### config.mk
export PLATFORM = sky130hd
export DESIGN_NAME = key_command_encoder
export DESIGN_NICKNAME = d
export VERILOG_FILES = /design/src/rtl/tetris_pkg.sv /design/src/rtl/key_sync_edge.sv /design/src/rtl/key_command_encoder.sv
export SDC_FILE = /design/constraint.sdc
export NUM_CORES = 1
export LEC_CHECK = 0
export BUFFER_PORTS_ARGS = -buffer_cell sky130_fd_sc_hd__buf_2
export CORE_MARGIN = 2
export CORE_UTILIZATION = 58
export DETAILED_ROUTE_END_ITERATION = 10
export GPL_TIMING_DRIVEN = 0
export PLACE_DENSITY = 0.75
export SKIP_CTS_REPAIR_TIMING = 1
export SLEW_MARGIN = 20
export SYNTH_ARGS = -nofsm -noshare
export SYNTH_HDL_FRONTEND = slang
export SYNTH_HIERARCHICAL = 1
export SYNTH_SLANG_ARGS = --single-unit
### constraint.sdc
create_clock -name clk -period 3.4 [get_ports clk]
set_input_delay 0.34 -clock clk [delete_from_list [all_inputs] [get_ports clk]]
set_output_delay 0.34 -clock clk [all_outputs]
set_load 0.01 [all_outputs]
### src/rtl/tetris_pkg.sv
// Shared definitions for the game input path.
// Holds the command code constants, the key_command_encoder FSM state enum
// and the default key-to-code map.
// The map lists key 0 in the least significant slice:
// key 0 = down, key 1 = left, key 2 = right, key 3 = up (rotate).
package tetris_pkg;

   localparam logic [2:0] CMD_NONE   = 3'd0;
   localparam logic [2:0] CMD_DOWN   = 3'd4;
   localparam logic [2:0] CMD_LEFT   = 3'd5;
   localparam logic [2:0] CMD_RIGHT  = 3'd6;
   localparam logic [2:0] CMD_ROTATE = 3'd7;

   typedef enum logic [1:0] {
      ST_IDLE,
      ST_DELAY,
      ST_REPEAT,
      ST_HOLD
   } kce_state_t;

   localparam logic [11:0] KEY_CODES_DEFAULT = {CMD_ROTATE, CMD_RIGHT, CMD_LEFT, CMD_DOWN};

endpackage

### src/rtl/key_sync_edge.sv
// Key level synchroniser with rising-edge detection.
// Ports:
//   clk     : system clock
//   rst     : synchronous, active-high reset; clears the chain and history
//   key_in  : raw key levels (DATA_W bits, 1 = held)
//   key_s   : key_in delayed by SYNC_STAGES flops (combinational when 0)
//   rise    : key_s high now but low in the previous cycle
module key_sync_edge #(
   parameter int DATA_W      = 4,
   parameter int SYNC_STAGES = 2
) (
   input  logic              clk,
   input  logic              rst,
   input  logic [DATA_W-1:0] key_in,
   output logic [DATA_W-1:0] key_s,
   output logic [DATA_W-1:0] rise
);

   logic [DATA_W-1:0] key_prev_p1;

   generate
      if (SYNC_STAGES == 0) begin : g_nosync
         assign key_s = key_in;
      end else begin : g_sync
         logic [DATA_W-1:0] sync_q [SYNC_STAGES];

         always_ff @(posedge clk) begin
            if (rst) begin
               for (int i = 0; i < SYNC_STAGES; i++) sync_q[i] <= '0;
            end else begin
               sync_q[0] <= key_in;
               for (int i = 1; i < SYNC_STAGES; i++) sync_q[i] <= sync_q[i-1];
            end
         end

         assign key_s = sync_q[SYNC_STAGES-1];
      end
   endgenerate

   // history stage: previous key_s for edge detection
   always_ff @(posedge clk) begin
      if (rst) key_prev_p1 <= '0;
      else     key_prev_p1 <= key_s;
   end

   assign rise = key_s & ~key_prev_p1;

endmodule

### src/rtl/key_command_encoder.sv
// Turns held key levels into one-cycle command pulses with auto-repeat,
// plus a level code of the currently selected key.
// Ports:
//   clk        : system clock
//   rst        : synchronous, active-high reset; all outputs go to 0
//   key_in     : raw key levels, 1 = held (index 0 = highest fixed priority)
//   cmd_valid  : one-cycle pulse, a command is issued
//   cmd_code   : code of the last issued command, holds between pulses
//   cmd_level  : code of the currently selected key, 0 when none held
//   cmd_repeat : qualifies cmd_valid, 1 = auto-repeat, 0 = fresh press
module key_command_encoder
   import tetris_pkg::*;
#(
   parameter int                         N_KEYS        = 4,
   parameter int                         CODE_W        = 3,
   parameter logic [N_KEYS*CODE_W-1:0]   KEY_CODES     = KEY_CODES_DEFAULT,
   parameter int                         SYNC_STAGES   = 2,
   parameter int                         PRIORITY_MODE = 0,
   parameter logic [N_KEYS-1:0]          REPEAT_MASK   = 4'b0111,
   parameter int                         REPEAT_DELAY  = 25_000_000,
   parameter int                         REPEAT_RATE   = 5_000_000
) (
   input  logic              clk,
   input  logic              rst,
   input  logic [N_KEYS-1:0] key_in,
   output logic              cmd_valid,
   output logic [CODE_W-1:0] cmd_code,
   output logic [CODE_W-1:0] cmd_level,
   output logic              cmd_repeat
);

   localparam int CNT_MAX = (REPEAT_DELAY > REPEAT_RATE) ? REPEAT_DELAY : REPEAT_RATE;
   localparam int CNT_W   = $clog2(CNT_MAX + 1);
   localparam int SEL_W   = (N_KEYS > 1) ? $clog2(N_KEYS) : 1;

   logic [N_KEYS-1:0] key_s;
   logic [N_KEYS-1:0] rise;

   kce_state_t        state_p0, state_p1;
   logic [CNT_W-1:0]  cnt_p0,   cnt_p1;
   logic [SEL_W-1:0]  sel_p0,   sel_nx,  sel_p1;
   logic              any_p0;
   logic              vld_p0;
   logic              rep_p0;
   logic [CODE_W-1:0] code_p0;
   logic [CODE_W-1:0] level_p0;

   function automatic logic [SEL_W-1:0] lowest_idx(input logic [N_KEYS-1:0] v);
      lowest_idx = '0;
      for (int i = N_KEYS - 1; i >= 0; i--) begin
         if (v[i]) lowest_idx = SEL_W'(i);
      end
   endfunction

   function automatic logic [CODE_W-1:0] code_of(input logic [SEL_W-1:0] s);
      code_of = KEY_CODES[int'(s)*CODE_W +: CODE_W];
   endfunction

   key_sync_edge #(
      .DATA_W      (N_KEYS),
      .SYNC_STAGES (SYNC_STAGES)
   ) u_sync (
      .clk    (clk),
      .rst    (rst),
      .key_in (key_in),
      .key_s  (key_s),
      .rise   (rise)
   );

   // stage p0: key selection
   always_comb begin
      any_p0 = |key_s;
      sel_p0 = lowest_idx(key_s);
      if (PRIORITY_MODE != 0) begin
         // Newest press wins; keep the current key while it stays held,
         // otherwise fall back to the lowest held index.
         if (|rise)
            sel_p0 = lowest_idx(rise);
         else if (state_p1 != ST_IDLE && key_s[sel_p1])
            sel_p0 = sel_p1;
      end
   end

   // stage p0: command FSM next state and pulse generation
   always_comb begin
      state_p0 = state_p1;
      cnt_p0   = cnt_p1;
      sel_nx   = sel_p1;
      vld_p0   = 1'b0;
      rep_p0   = 1'b0;
      code_p0  = cmd_code;
      level_p0 = any_p0 ? code_of(sel_p0) : CODE_W'(CMD_NONE);

      if (!any_p0) begin
         // release wins over a terminal count in the same cycle
         state_p0 = ST_IDLE;
         cnt_p0   = '0;
      end else if (state_p1 == ST_IDLE || sel_p0 != sel_p1) begin
         vld_p0   = 1'b1;
         code_p0  = code_of(sel_p0);
         cnt_p0   = '0;
         sel_nx   = sel_p0;
         state_p0 = REPEAT_MASK[sel_p0] ? ST_DELAY : ST_HOLD;
      end else begin
         case (state_p1)
            ST_DELAY: begin
               if (cnt_p1 == CNT_W'(REPEAT_DELAY - 1)) begin
                  vld_p0   = 1'b1;
                  rep_p0   = 1'b1;
                  cnt_p0   = '0;
                  state_p0 = ST_REPEAT;
               end else begin
                  cnt_p0 = cnt_p1 + CNT_W'(1);
               end
            end
            ST_REPEAT: begin
               if (cnt_p1 == CNT_W'(REPEAT_RATE - 1)) begin
                  vld_p0 = 1'b1;
                  rep_p0 = 1'b1;
                  cnt_p0 = '0;
               end else begin
                  cnt_p0 = cnt_p1 + CNT_W'(1);
               end
            end
            default: ;
         endcase
      end
   end

   // stage p1: registered state and outputs
   always_ff @(posedge clk) begin
      if (rst) begin
         state_p1   <= ST_IDLE;
         cnt_p1     <= '0;
         sel_p1     <= '0;
         cmd_valid  <= 1'b0;
         cmd_repeat <= 1'b0;
         cmd_code   <= '0;
         cmd_level  <= '0;
      end else begin
         state_p1   <= state_p0;
         cnt_p1     <= cnt_p0;
         sel_p1     <= sel_nx;
         cmd_valid  <= vld_p0;
         cmd_repeat <= rep_p0;
         cmd_code   <= code_p0;
         cmd_level  <= level_p0;
      end
   end

endmodule

==> flow_summary.ini <==
[min_path]
hold-path-cell-count = 2
hp-start = key_in[1]
min_to = u_sync/g_sync.sync_q[0][1]
hold_path.class = in -> reg

[final_layout]
final_nets = 238
antenna_cells = 0
layout-drive-gt1-share_pct = 21.83
final_util_pct = 65.76
syn_to_final_growth_pct = 10.34

[placement]
dp_hpwl_mm = 2.739
gp_congestion = 0.8827
io_buffers = 12

[sta]
hold-worst-slack_ps = 185.2
finalClockSkew_ps = 6.799
tightest_slew_ps = 536.3
maxSlewHeadroom_pct = 63.74
finalCritPeriodShare_pct = 61.66
grt_setup_unrepaired = false
timing.setup.tns_ps = 0
layout_min_cycle_time_ps = 2096
slew_viol_final = 0
setup_viol = 0
max_clock_freq_mhz = 477.0
hold_viol = 0

[floorplan]
die_w_um = 62.33
ioPinCount = 14
die_h_um = 62.33
rows = 21
core-area_mm2 = 0.003311
die-area_mm2 = 0.003884
initial_core_util_pct = 59.60

[status]
outcome = finished clean

[pwr]
p_leak_nw = 0.8109
power_uw = 920.1
powerDensity_mw_per_mm2 = 422.6
ir_drop_mv = 0.2384

[detailed_routing]
vias_per_cell = 5.305
ant_nets = 0
drc = 0
drt_iter0_drc = 95
drt-total-wl_mm = 3.675
firstDrtPassIters = 4
num_vias = 1459
routedWlPerCell_um = 13.36

[yosys]
synthCells = 209
avgSynthCellArea_um2 = 9.441
synth_nets = 219
synth_warnings = 6
synth_area_mm2 = 0.001973

[setup_path]
cp_data_required_time_ps = 3660
r2r_end = cnt_p1[11]
r2r_start = state_p1[0]
critPathArrivalTime_ps = 2360
path_class = reg -> reg
crit_buf_inv = 1
path_max_fanout = 7
cpPeakStageDelay_ps = 440
r2r_slack_ps = 1300
critical-path-slowest-cell = nor3_1
startpoint_type = register
reg2regPathDepth = 7
critical_path.top_delay_family = simple AND/OR/NAND/NOR gates
cp_cell_sequence = inv_1 -> ha_1 -> nand4_1 -> nor3_1 -> and4_1 -> xnor2_1 -> nor2_1
end_kind = register

[clock_network]
clkTransAtPathRegs_ps = 120
clockBufferDepth = 2
numClockSinks = 43
cts-root-buf = clkbuf_4
numCtsBuffers = 5
clk_latency_ps = 360
htree_levels = 2
cts_tree = yes

[grt]
grt_max_degree = 14
first_global_vias = 1470
grt_pass1_wl_mm = 6.520
antenna_found_initial = 0
globalRouteOverflowTotal = 0
grt_use_total_pct = 21.28

[job]
max-cap-violations = 0
placed cells by master, fill, tap and decap left out, types with 4 or more instances in the layout:
cell and count:
dfxtp_1 43, nor2_1 34, xor2_1 16, nand2_1 14, nand3_1 12, buf_2 12, nand4_1 7, xnor2_1 7
inv_1 6, nor2b_2 6, a21oi_1 5, clkbuf_4 5, ha_1 4, buf_4 4
layer usage:
| layer | wire length (um) | share of wire [%] | vias to the layer above | GRT usage (%) |
|---|---|---|---|---|
| met3 | 124 | 3.4 | 10 | 3.261 |
| met4 | 81 | 2.2 | 0 | 10.83 |
| met1 | 1699 | 46 | 674 | 26.82 |
| met2 | 1769 | 48 | 26 | 35.46 |
| li1 | - | - | 749 | - |
| met5 | 0 | 0 | - | 0 |
power breakdown:
group,leakage (nW),switching (mW),internal (mW)
Combinational,0.413,0.0333,0.0297
Sequential,0.350,0.00560,0.516
Clock,0.0482,0.162,0.174
Total,0.811,0.201,0.719
how the worst max path moves through the flow:
stage	start	depth (start not counted)	to
final	state_p1[0]	7	cnt_p1[11]
after global routing	state_p1[0]	7	cnt_p1[11]
after CTS	state_p1[0]	7	cnt_p1[11]
after detailed placement	state_p1[0]	7	cnt_p1[11]
after global placement	state_p1[0]	7	cnt_p1[11]
after floorplan	state_p1[0]	7	cnt_p1[11]
state kept, by name, indices dropped and copies added (netlist names):
name and cells:
cmd_valid 1, state_p1 2, cnt_p1 25, cmd_level 3, cmd_repeat 1, u_sync/g_sync.sync_q 8
cmd_code 3
cell type report:
class / count / area, um^2
Buffer: 8 / 73.82
Clock buffer: 6 / 51.30
Clock inverter: 2 / 35.03
Fill cell: 303 / 1134
Inverter: 6 / 22.52
Multi-Input combinational cell: 152 / 1016
Sequential cell: 43 / 860.8
Tap cell: 46 / 57.56
Timing Repair Buffer: 12 / 60.06
per-stage QoR:
stage | area [um^2] | setup WS (ps) | instances
floorplan | 1973 | 1664 | 209
finish | 2177 | 1304 | 275
detailed placement | 2091 | 1352 | 267
global placement | 2091 | 1381 | 267
global route | 2177 | 1090 | 275
CTS | 2177 | 1325 | 275
Power figures use the tool's default switching activity.
